--- config.mk ---
export PLATFORM = sky130hd
export DESIGN_NAME = mcycle_muldiv
export DESIGN_NICKNAME = d
export VERILOG_FILES = /design/src/rtl/mcycle_muldiv.sv
export SDC_FILE = /design/constraint.sdc
export NUM_CORES = 1
export LEC_CHECK = 0
export CAP_MARGIN = 20
export CORE_MARGIN = 5
export CORE_UTILIZATION = 58
export CTS_CLUSTER_SIZE = 24
export DETAILED_ROUTE_END_ITERATION = 8
export GPL_ROUTABILITY_DRIVEN = 0
export PLACE_DENSITY = 0.82
export SLEW_MARGIN = 0
export SYNTH_ARGS = -nofsm -noshare
export SYNTH_HDL_FRONTEND = slang
export SYNTH_SLANG_ARGS = --single-unit
export TNS_END_PERCENT = 100
--- constraint.sdc ---
create_clock -name CLK -period 6.4 [get_ports CLK]
set_input_delay 0.96 -clock CLK [delete_from_list [all_inputs] [get_ports CLK]]
set_output_delay 0.96 -clock CLK [all_outputs]
set_load 0.1 [all_outputs]
--- src/rtl/mcycle_muldiv.sv ---
// mcycle_muldiv: multi-cycle unsigned shift-add multiplier / restoring divider, one iteration per clock
// Ports: CLK, RESET (async, active-high), Start, MCycleOp (0 mul / 1 div), Operand1, Operand2 in;
//        Result1 (product low / quotient), Result2 (product high / remainder), Busy out.
module mcycle_muldiv #(
    parameter int WIDTH = 32
) (
    input  logic             CLK,
    input  logic             RESET,
    input  logic             Start,
    input  logic             MCycleOp,
    input  logic [WIDTH-1:0] Operand1,
    input  logic [WIDTH-1:0] Operand2,
    output logic [WIDTH-1:0] Result1,
    output logic [WIDTH-1:0] Result2,
    output logic             Busy
);
    localparam int CW = $clog2(WIDTH);
    typedef enum logic [1:0] {IDLE, COMP, DONE} state_t;
    state_t           state_q, state_d;
    logic [CW-1:0]    count_q, count_d;
    logic [WIDTH-1:0] hi_q, hi_d, lo_q, lo_d, opb_q;
    logic             op_q;
    logic [WIDTH:0]   sum, sh;
    logic [WIDTH-1:0] diff;
    logic             ge, load, step, last;
    assign load = state_q == IDLE && Start;
    assign step = state_q == COMP;
    assign last = step && count_q == CW'(WIDTH - 1);
    // Multiply: {hi,lo} holds {partial product, remaining multiplier bits}; the
    // add keeps its carry in sum[WIDTH] so the right shift never drops it.
    // Divide: {hi,lo} holds {remainder, dividend/quotient bits}; a zero divisor
    // naturally yields an all-ones quotient with the dividend as remainder.
    always_comb begin
        sum  = {1'b0, hi_q} + (lo_q[0] ? {1'b0, opb_q} : '0);
        sh   = {hi_q, lo_q[WIDTH-1]};
        ge   = sh >= {1'b0, opb_q};
        diff = sh[WIDTH-1:0] - opb_q;
        hi_d = state_q == IDLE ? '0 : op_q ? (ge ? diff : sh[WIDTH-1:0]) : sum[WIDTH:1];
        lo_d = state_q == IDLE ? (MCycleOp ? Operand1 : Operand2)
             : op_q ? {lo_q[WIDTH-2:0], ge} : {sum[0], lo_q[WIDTH-1:1]};
        count_d = state_q == IDLE ? '0 : count_q + 1'b1;
    end
    always_ff @(posedge CLK or posedge RESET) begin
        if (RESET) begin
            state_q <= IDLE;
            count_q <= '0;
            hi_q    <= '0;
            lo_q    <= '0;
            opb_q   <= '0;
            op_q    <= 1'b0;
            Result1 <= '0;
            Result2 <= '0;
        end else begin
            state_q <= state_d;
            if (load || step) begin
                count_q <= count_d;
                hi_q    <= hi_d;
                lo_q    <= lo_d;
            end
            if (load) begin
                op_q  <= MCycleOp;
                opb_q <= MCycleOp ? Operand2 : Operand1;
            end
            if (last) begin
                Result1 <= lo_d;
                Result2 <= hi_d;
            end
        end
    end
    always_comb begin
        state_d = state_q;
        case (state_q)
            IDLE:    state_d = Start ? COMP : IDLE;
            COMP:    state_d = last ? DONE : COMP;
            default: state_d = IDLE;
        endcase
    end
    always_comb begin
        Busy = state_q == IDLE ? Start : state_q == COMP;
    end
endmodule

==> run summary, run 1 <==
The run finished with clean final reports. The iteration count of the initial detailed-routing pass came out at 5. The number of port buffers came out at 132.

The final count of negative-setup-slack endpoints came out at 0. Setup repair after global routing left no endpoint under its margin. The data required time at the worst endpoint is 6.70 ns. The worst pin sits at a relative slew slack of 0.268. The post-synthesis share of cell area spent on full adders, half adders and majority gates came out at 0.0721. The post-route clock skew came out at 0.0111 ns. The hold violation count in the final report is 0. The worst path needs 4.21 ns of the cycle, external delays included. The endpoint arrival time on the critical path is 4.50 ns. After clock tree synthesis, the repair step resized 0 gates. Leaving out fill and tap cells, the most frequent cells in the layout are 183 x nand2_1, 181 x o21ai_0, 167 x dfrtp_1, 131 x clkdlybuf4s50_1, 99 x a21oi_1. The mux cell area share after synthesis is 0.0905. The type of the worst setup path is flop to flop.

The worst min-delay path class is flop to flop. The transition time at the pin with the least slew margin came out at 1.09 ns. The number of register bits inferred by synthesis came out at 168. The minimum setup slack in the final design came out at 2.19 ns. The area fraction in compound gates after synthesis is 0.232.

The final-stage net count is ~1600. The sum of negative setup slack is 0 ns. The total global routing overflow is 0. The violation count after the first detailed-route iteration is 1076.

The total die area is about 24000 um^2. The synthesized netlist occupies a cell area of 12000 um^2. The latest clock arrival within the worst-skew pair came out at 0.44 ns. The number of global-route vias before repair was 10600. The initial antenna violation count came out at 0. After clock tree synthesis, the flow added hold-fix buffers numbering 0. The post-synthesis share of cell area spent on and, or, nand and nor gates came out at 0.170. The total DRC errors in the routed layout is 0. The fraction of synthesis flops using an asynchronous set or reset pin came out at 1.00. The count of vias placed by the detailed router is 11100. The count of nets left with antenna violations once routing finished came out at 0.

By area, the combinational part of the netlist is dominated by compound AO/OA/AOI/OAI gates. Counting flops with a built-in enable in the synthesized netlist gives 0. The final worst-path cycle share is 0.658. The first global-routing pass estimated 54300 um of wire. The yosys synthesis warning count came out at 0. The number of distinct library cells after synthesis came out at between 70 and 80. After clock tree synthesis, the clock-pin slew on the worst setup and hold paths is about 0.08 ns. The number of H-tree levels came out at 4.

The detailed-route vias per instance is ~6.2. The number of setup buffers added after CTS is 0. The global-route track usage on met2 is 0.432. The final layout contains routed wiring with a total length of 33100 um. The end-of-flow core utilization came out at 0.689. The average detailed-routed wire length per instance came out at 18.6 um. The worst slack after detailed placement is 2.26 ns. The met3 demand-to-capacity share in global routing came out at 0.0506.

In this run the clock root is driven by a clkbuf_16. For this run, the register share of the synthesized area comes to 0.350. TritonCTS built the clock tree.

For this run, the leading register cell type out of synthesis is dfrtp_1. The CTS buffer count is 17. The largest net degree at the start of global routing came out at 118. The count of final max-slew check failures is 0. Along the worst path, the maximum fanout reaches 34. The number of diodes came out at 0. STA classifies the critical path endpoint as a flop. The library cell used most frequently in the layout, excluding fill and tap cells, is nand2_1. Of the cells placed in the final design, the portion with a size suffix greater than 1 is 0.0756. The post-synthesis instance total came out at 1427. In this run the most used layer during global routing was met2. In the global route stage, overall resource usage came out at 0.278.

For this configuration, the core starts out at a cell density of 0.592. The post-synth net total is approximately 1600. The final worst hold slack is between 0.4 and 0.5 ns. The number of buffers and inverters on the critical path is 1.

The signed area change from the synthesized netlist to the final layout came out at 16.4%. The highest-delay cell along the critical path is dfrtp_1. The met1 track utilization from global routing is 0.395. Based on the critical path, the design can be clocked at up to 238 MHz. The number of ports placed on the die boundary is 133. Walking the worst path, the cells encountered are and2_1 -> ha_1 -> inv_1 -> fa_1 -> nor2b_1 -> o31ai_1 -> a21bo_2 -> a211o_1 -> o31ai_2 -> a31oi_1 -> xnor2_1 -> mux2i_1 -> o21ai_0. The x dimension of the die is approximately 150 um.

Of the total synthesized cell area, the portion taken by XOR and XNOR cells is 0.0357. Clock tree synthesis found a total of 168 sinks. The standard-cell row count came out at 52. The number of violations of the max-capacitance limit came out at 0.

The area of the core region came out at approximately 20000 um^2. The element type at the critical path start is a flop. The count of filler cells inserted in the layout is 1648. The cell family contributing the most delay on the critical path is compound AO/OA/AOI/OAI gates. The longest clock path from root to sink contains 2 buffers.

The largest stage delay on the critical path is 0.99 ns. In this run the mean area of a mapped cell was 8.42 um^2. After legalization and detailed placement, the total HPWL measured 23800 um. The overall die height came out at 154 um.
==> cell usage after synthesis (15+ instances only) <==
library cell	number	area, um^2
a21o_1	30	225
a21oi_1	100	500
a31oi_1	19	119
and2_1	35	219
clkbuf_1	61	229
dfrtp_1	168	4200
ha_1	66	826
inv_1	57	214
mux2_2	37	417
mux2i_1	67	671
nand2_1	185	694
nand3_1	42	210
nand4_1	15	93.8
nor2_1	85	319
nor3_1	25	125
o21ai_0	181	906
xnor2_1	33	289
xor2_1	16	140
==> through the flow <==
step | area, um^2 | std cells
2_1_floorplan | 12000 | 1427
3_3_place_gp | 13400 | 1745
3_5_place_dp | 13400 | 1745
4_1_cts | 14000 | 1777
5_1_grt | 14000 | 1778
6_report | 14000 | 1778
==> path summary, 6_finish.rpt <==
path / startpoint / end / slack [ns] / cells past startpoint
worst max-delay path: lo_q[0]$_DFFE_PP0P_ / Result2[25]$_DFFE_PP0P_ / 2.19 / 13
worst min-delay path: Result2[20]$_DFFE_PP0P_ / Result2[20]$_DFFE_PP0P_ / 0.48 / 2
worst max register to register: lo_q[0]$_DFFE_PP0P_ / Result2[25]$_DFFE_PP0P_ / 2.19 / 13
worst min register to register: Result2[20]$_DFFE_PP0P_ / Result2[20]$_DFFE_PP0P_ / 0.48 / 2
max in group asynchronous: RESET / Result2[27]$_DFFE_PP0P_ / 4.30 / 3
min in group asynchronous: RESET / Result1[3]$_DFFE_PP0P_ / 0.97 / 2
==> registers in the layout, summed over array words and instances (netlist names) <==
signal	count
count_q	5
Result1	32
Result2	32
opb_q	32
hi_q	32
lo_q	32
state_q	2
op_q	1
==> worst min-delay path, stage by stage, from the launching register on <==
cell     delay [ns]
dfrtp_1        0.34
nand2_1        0.05
o21ai_0        0.06
==> cells by family (layout without fill, tap and decap cells) <==
family	count (synthesis)	count (layout)
XOR/XNOR	49	49
buffers and inverters	148	229
AND/OR/NAND/NOR	439	439
AO/OA/AOI/OAI	451	451
multiplexers	104	104
flip-flops	168	168
adder cells (fa/ha/maj)	68	68
==> layer usage <==
layer | wire length (um) | vias to the layer above
li1 | - | 5262
met1 | 14100 | 5192
met2 | 14900 | 524
met3 | 3170 | 78
met4 | 930 | 0
met5 | 0 | -
==> layout make-up <==
| type | instances | area, um^2 | area share |
|---|---|---|---|
| multi-input cells | 1111 | 7230 | 0.517 |
| flip-flops and latches | 168 | 4210 | 0.301 |
| repair buffers | 140 | 1400 | 0.100 |
| clock buffers | 18 | 439 | 0.0314 |
| well taps | 270 | 338 | 0.0242 |
| inverters | 57 | 219 | 0.0157 |
| clock inverters | 14 | 149 | 0.0106 |
Power of run 1 is not shown: default switching activity piles up to over one toggle a cycle in this logic, so the estimate is an artifact.
==> run 2: changes to the inputs <==
--- a/config.mk
+++ b/config.mk
@@ -7,11 +7,11 @@
 export LEC_CHECK = 0
 export CAP_MARGIN = 20
 export CORE_MARGIN = 5
-export CORE_UTILIZATION = 58
+export CORE_UTILIZATION = 52
 export CTS_CLUSTER_SIZE = 24
 export DETAILED_ROUTE_END_ITERATION = 8
 export GPL_ROUTABILITY_DRIVEN = 0
-export PLACE_DENSITY = 0.82
+export PLACE_DENSITY = 0.77
 export SLEW_MARGIN = 0
 export SYNTH_ARGS = -nofsm -noshare
 export SYNTH_HDL_FRONTEND = slang
==> constraint.sdc (replaced) <==
create_clock -name CLK -period 3.55 [get_ports CLK]
set_input_delay 0.5325 -clock CLK [delete_from_list [all_inputs] [get_ports CLK]]
set_output_delay 0.5325 -clock CLK [all_outputs]
set_load 0.1 [all_outputs]
==> run 2 against run 1 <==
  * Critical path depth unchanged
  * Global-route usage decreased by 1.2 points
  * Critical endpoint is now hi_q[24]$_DFFE_PP0P_
  * Routed wire length increased by 5.0%
==> run summary, run 2 (same netlist as run 1, synthesis figures left out) <==
The latest clock arrival within the worst-skew pair came out at 0.44 ns. After detailed routing, the number of remaining DRC violations is 0. The CTS buffer count is 17. The most common library cell in the layout ignoring fill and taps is nand2_1.

Entering global routing, the biggest net connects around 160 pins. For this configuration, the core starts out at a cell density of 0.529. The number of global-route vias before repair came to around 11000. The number of setup buffers added after CTS came out at 0. The total die area is 26200 um^2. Of the available clock period, the critical path in the final layout requires 0.959.

The flow ran to the end, and the final reports show no timing, DRC or antenna violations. In the detailed route, the total length drawn on met2 is 15500 um. The share of cells above drive strength 1 came out at 0.0958.

In this run the top signal layer used is met4. The iteration count of the initial detailed-routing pass came out at 5. Max-cap violations in this run came to 0.

The average detailed-routed wire length per instance is ~19 um. In this run the worst path has a maximum fanout of 12. At the placement stage, the worst setup path has a slack of 0.114 ns. The post-route minimum period came out at around 3.4 ns. The final-stage net count came out at 1657. The area of the core region is 22700 um^2.

The count of final max-slew check failures was 0. The data required time at the worst endpoint came out at 3.83 ns. The number of hold buffers added after CTS was 0.

In this design, the largest share of critical-path delay is due to compound AO/OA/AOI/OAI gates. The violation count after the first detailed-route iteration came out at 1089. Setup violations remaining at the end of the flow were counted as 0. The clock tree from TritonCTS is yes. The minimum setup slack in the final design is ~0.15 ns. The initial antenna violation count came out at 0. The standard-cell row count came out at 55. The cell at the root of the clock tree is clkbuf_16. The number of nets with antenna violations after routing is 0. During placement, the flow inserted port buffers numbering about 130.

The transition time at the pin with the least slew margin came out at 1.06 ns. The highest-delay cell along the critical path is ha_1. The number of ports placed on the die boundary came out at 133. Counting the fill cells in the layout gives 1937. The clock sink count is 168. The first global-routing pass estimated 56500 um of wire. STA classifies the critical path startpoint as a flop. The hold violation count in the final report came to 0. The worst min-delay path class is primary input to async pin. The sum of buffers and inverters on the critical path came out at 3. Clock-pin slew was measured on the worst setup and hold paths at 0.08 ns. The post-route clock skew came out at 0.0119 ns. The relative max-transition margin came out at 0.294. The signed area change from the synthesized netlist to the final layout is 19.2%. The number of H-tree levels came out at 4. The number of buffers on the longest clock path came out at 2. Detailed routing inserted a total of 11200 vias. The top cell types in the final layout, fill and taps aside, are 183 x nand2_1, 180 x o21ai_0, 166 x dfrtp_1, 130 x clkdlybuf4s50_1, 97 x a21oi_1. The worst setup path is captured at a flop. The post-DP HPWL is 25300 um.

The total global routing overflow came out at 0. The worst setup path is of the flop to flop kind. The final layout contains routed wiring with a total length of 34800 um. The number of diodes came out at 0. The endpoint arrival time on the critical path is 3.68 ns. The sum of negative setup slack is 0 ns. The met3 wire length is 3520 um.

From bottom edge to top edge, the die measures ~160 um. The total track usage is 0.265. The largest stage delay on the critical path came out at 0.44 ns. The number of gates resized after CTS was 0. The length of routed wiring on met1 is about 15000 um. The x dimension of the die is 162 um. The detailed-route vias per instance came out at 6.18. The critical path goes through inv_1 -> ha_1 -> nand2_1 -> o21ai_0 -> a211oi_2 -> o211ai_2 -> a21oi_4 -> buf_4 -> o21ai_2 -> buf_4 -> mux2_2 -> a21oi_1 -> o21ai_0. The maximum achievable frequency is between 200 and 300 MHz.
[run 2: cell types whose count changed in the layout (fill, tap and decap cells not counted), moves of 2 or more]
cell / delta
buf_4: +23
inv_6: -5
buf_12: +4
inv_8: +3
a21oi_1: -2
a21oi_2: +2
[run 2: cell type report]
type,count,area [um^2],share of cell area
Multi-Input combinational cell,1111,7280,0.508
Inverter,57,218,0.0152
Clock inverter,14,178,0.0124
Tap cell,285,357,0.0249
Timing Repair Buffer,166,1640,0.115
Sequential cell,168,4210,0.294
Clock buffer,18,439,0.0307
[run 2: path summary, 6_finish.rpt]
path / start / to / slack [ns] / cells past startpoint
worst max-delay path: opb_q[8]$_DFFE_PP0P_ / hi_q[24]$_DFFE_PP0P_ / 0.15 / 13
worst min-delay path: RESET / Result1[2]$_DFFE_PP0P_ / 0.34 / 2
worst max register to register: opb_q[8]$_DFFE_PP0P_ / hi_q[24]$_DFFE_PP0P_ / 0.15 / 13
worst min register to register: Result2[21]$_DFFE_PP0P_ / Result2[21]$_DFFE_PP0P_ / 0.48 / 2
max in group asynchronous: RESET / op_q$_DFFE_PP0P_ / 2.09 / 3
min in group CLK: Result2[21]$_DFFE_PP0P_ / Result2[21]$_DFFE_PP0P_ / 0.48 / 2
[run 2: per-layer routing]
| layer | vias to the layer above | track usage |
|---|---|---|
| met5 | - | 0 |
| met2 | 579 | 0.414 |
| met1 | 5274 | 0.377 |
| met3 | 79 | 0.0510 |
| met4 | 0 | 0.0804 |
| li1 | 5306 | - |
[run 2: stage by stage]
step / std cells / area (um^2) / hold WS, ns / utilization
after CTS: 1818 / 14200 / 0.332 / 0.627
after global routing: 1819 / 14300 / 0.338 / 0.630
final: 1819 / 14300 / 0.336 / 0.630
after detailed placement: 1786 / 13600 / 0.470 / 0.600
after global placement: 1786 / 13600 / 0.459 / 0.600
after floorplan: 1427 / 12000 / 0.443 / -
[run 2: worst register-to-register path: stages, from the launching register on]
cell,delay (ns)
dfrtp_1,0.43
inv_1,0.06
ha_1,0.44
nand2_1,0.13
o21ai_0,0.28
a211oi_2,0.18
o211ai_2,0.35
a21oi_4,0.09
buf_4,0.17
o21ai_2,0.17
buf_4,0.26
mux2_2,0.37
a21oi_1,0.21
o21ai_0,0.10
Power of run 2 is left out for the same reason.
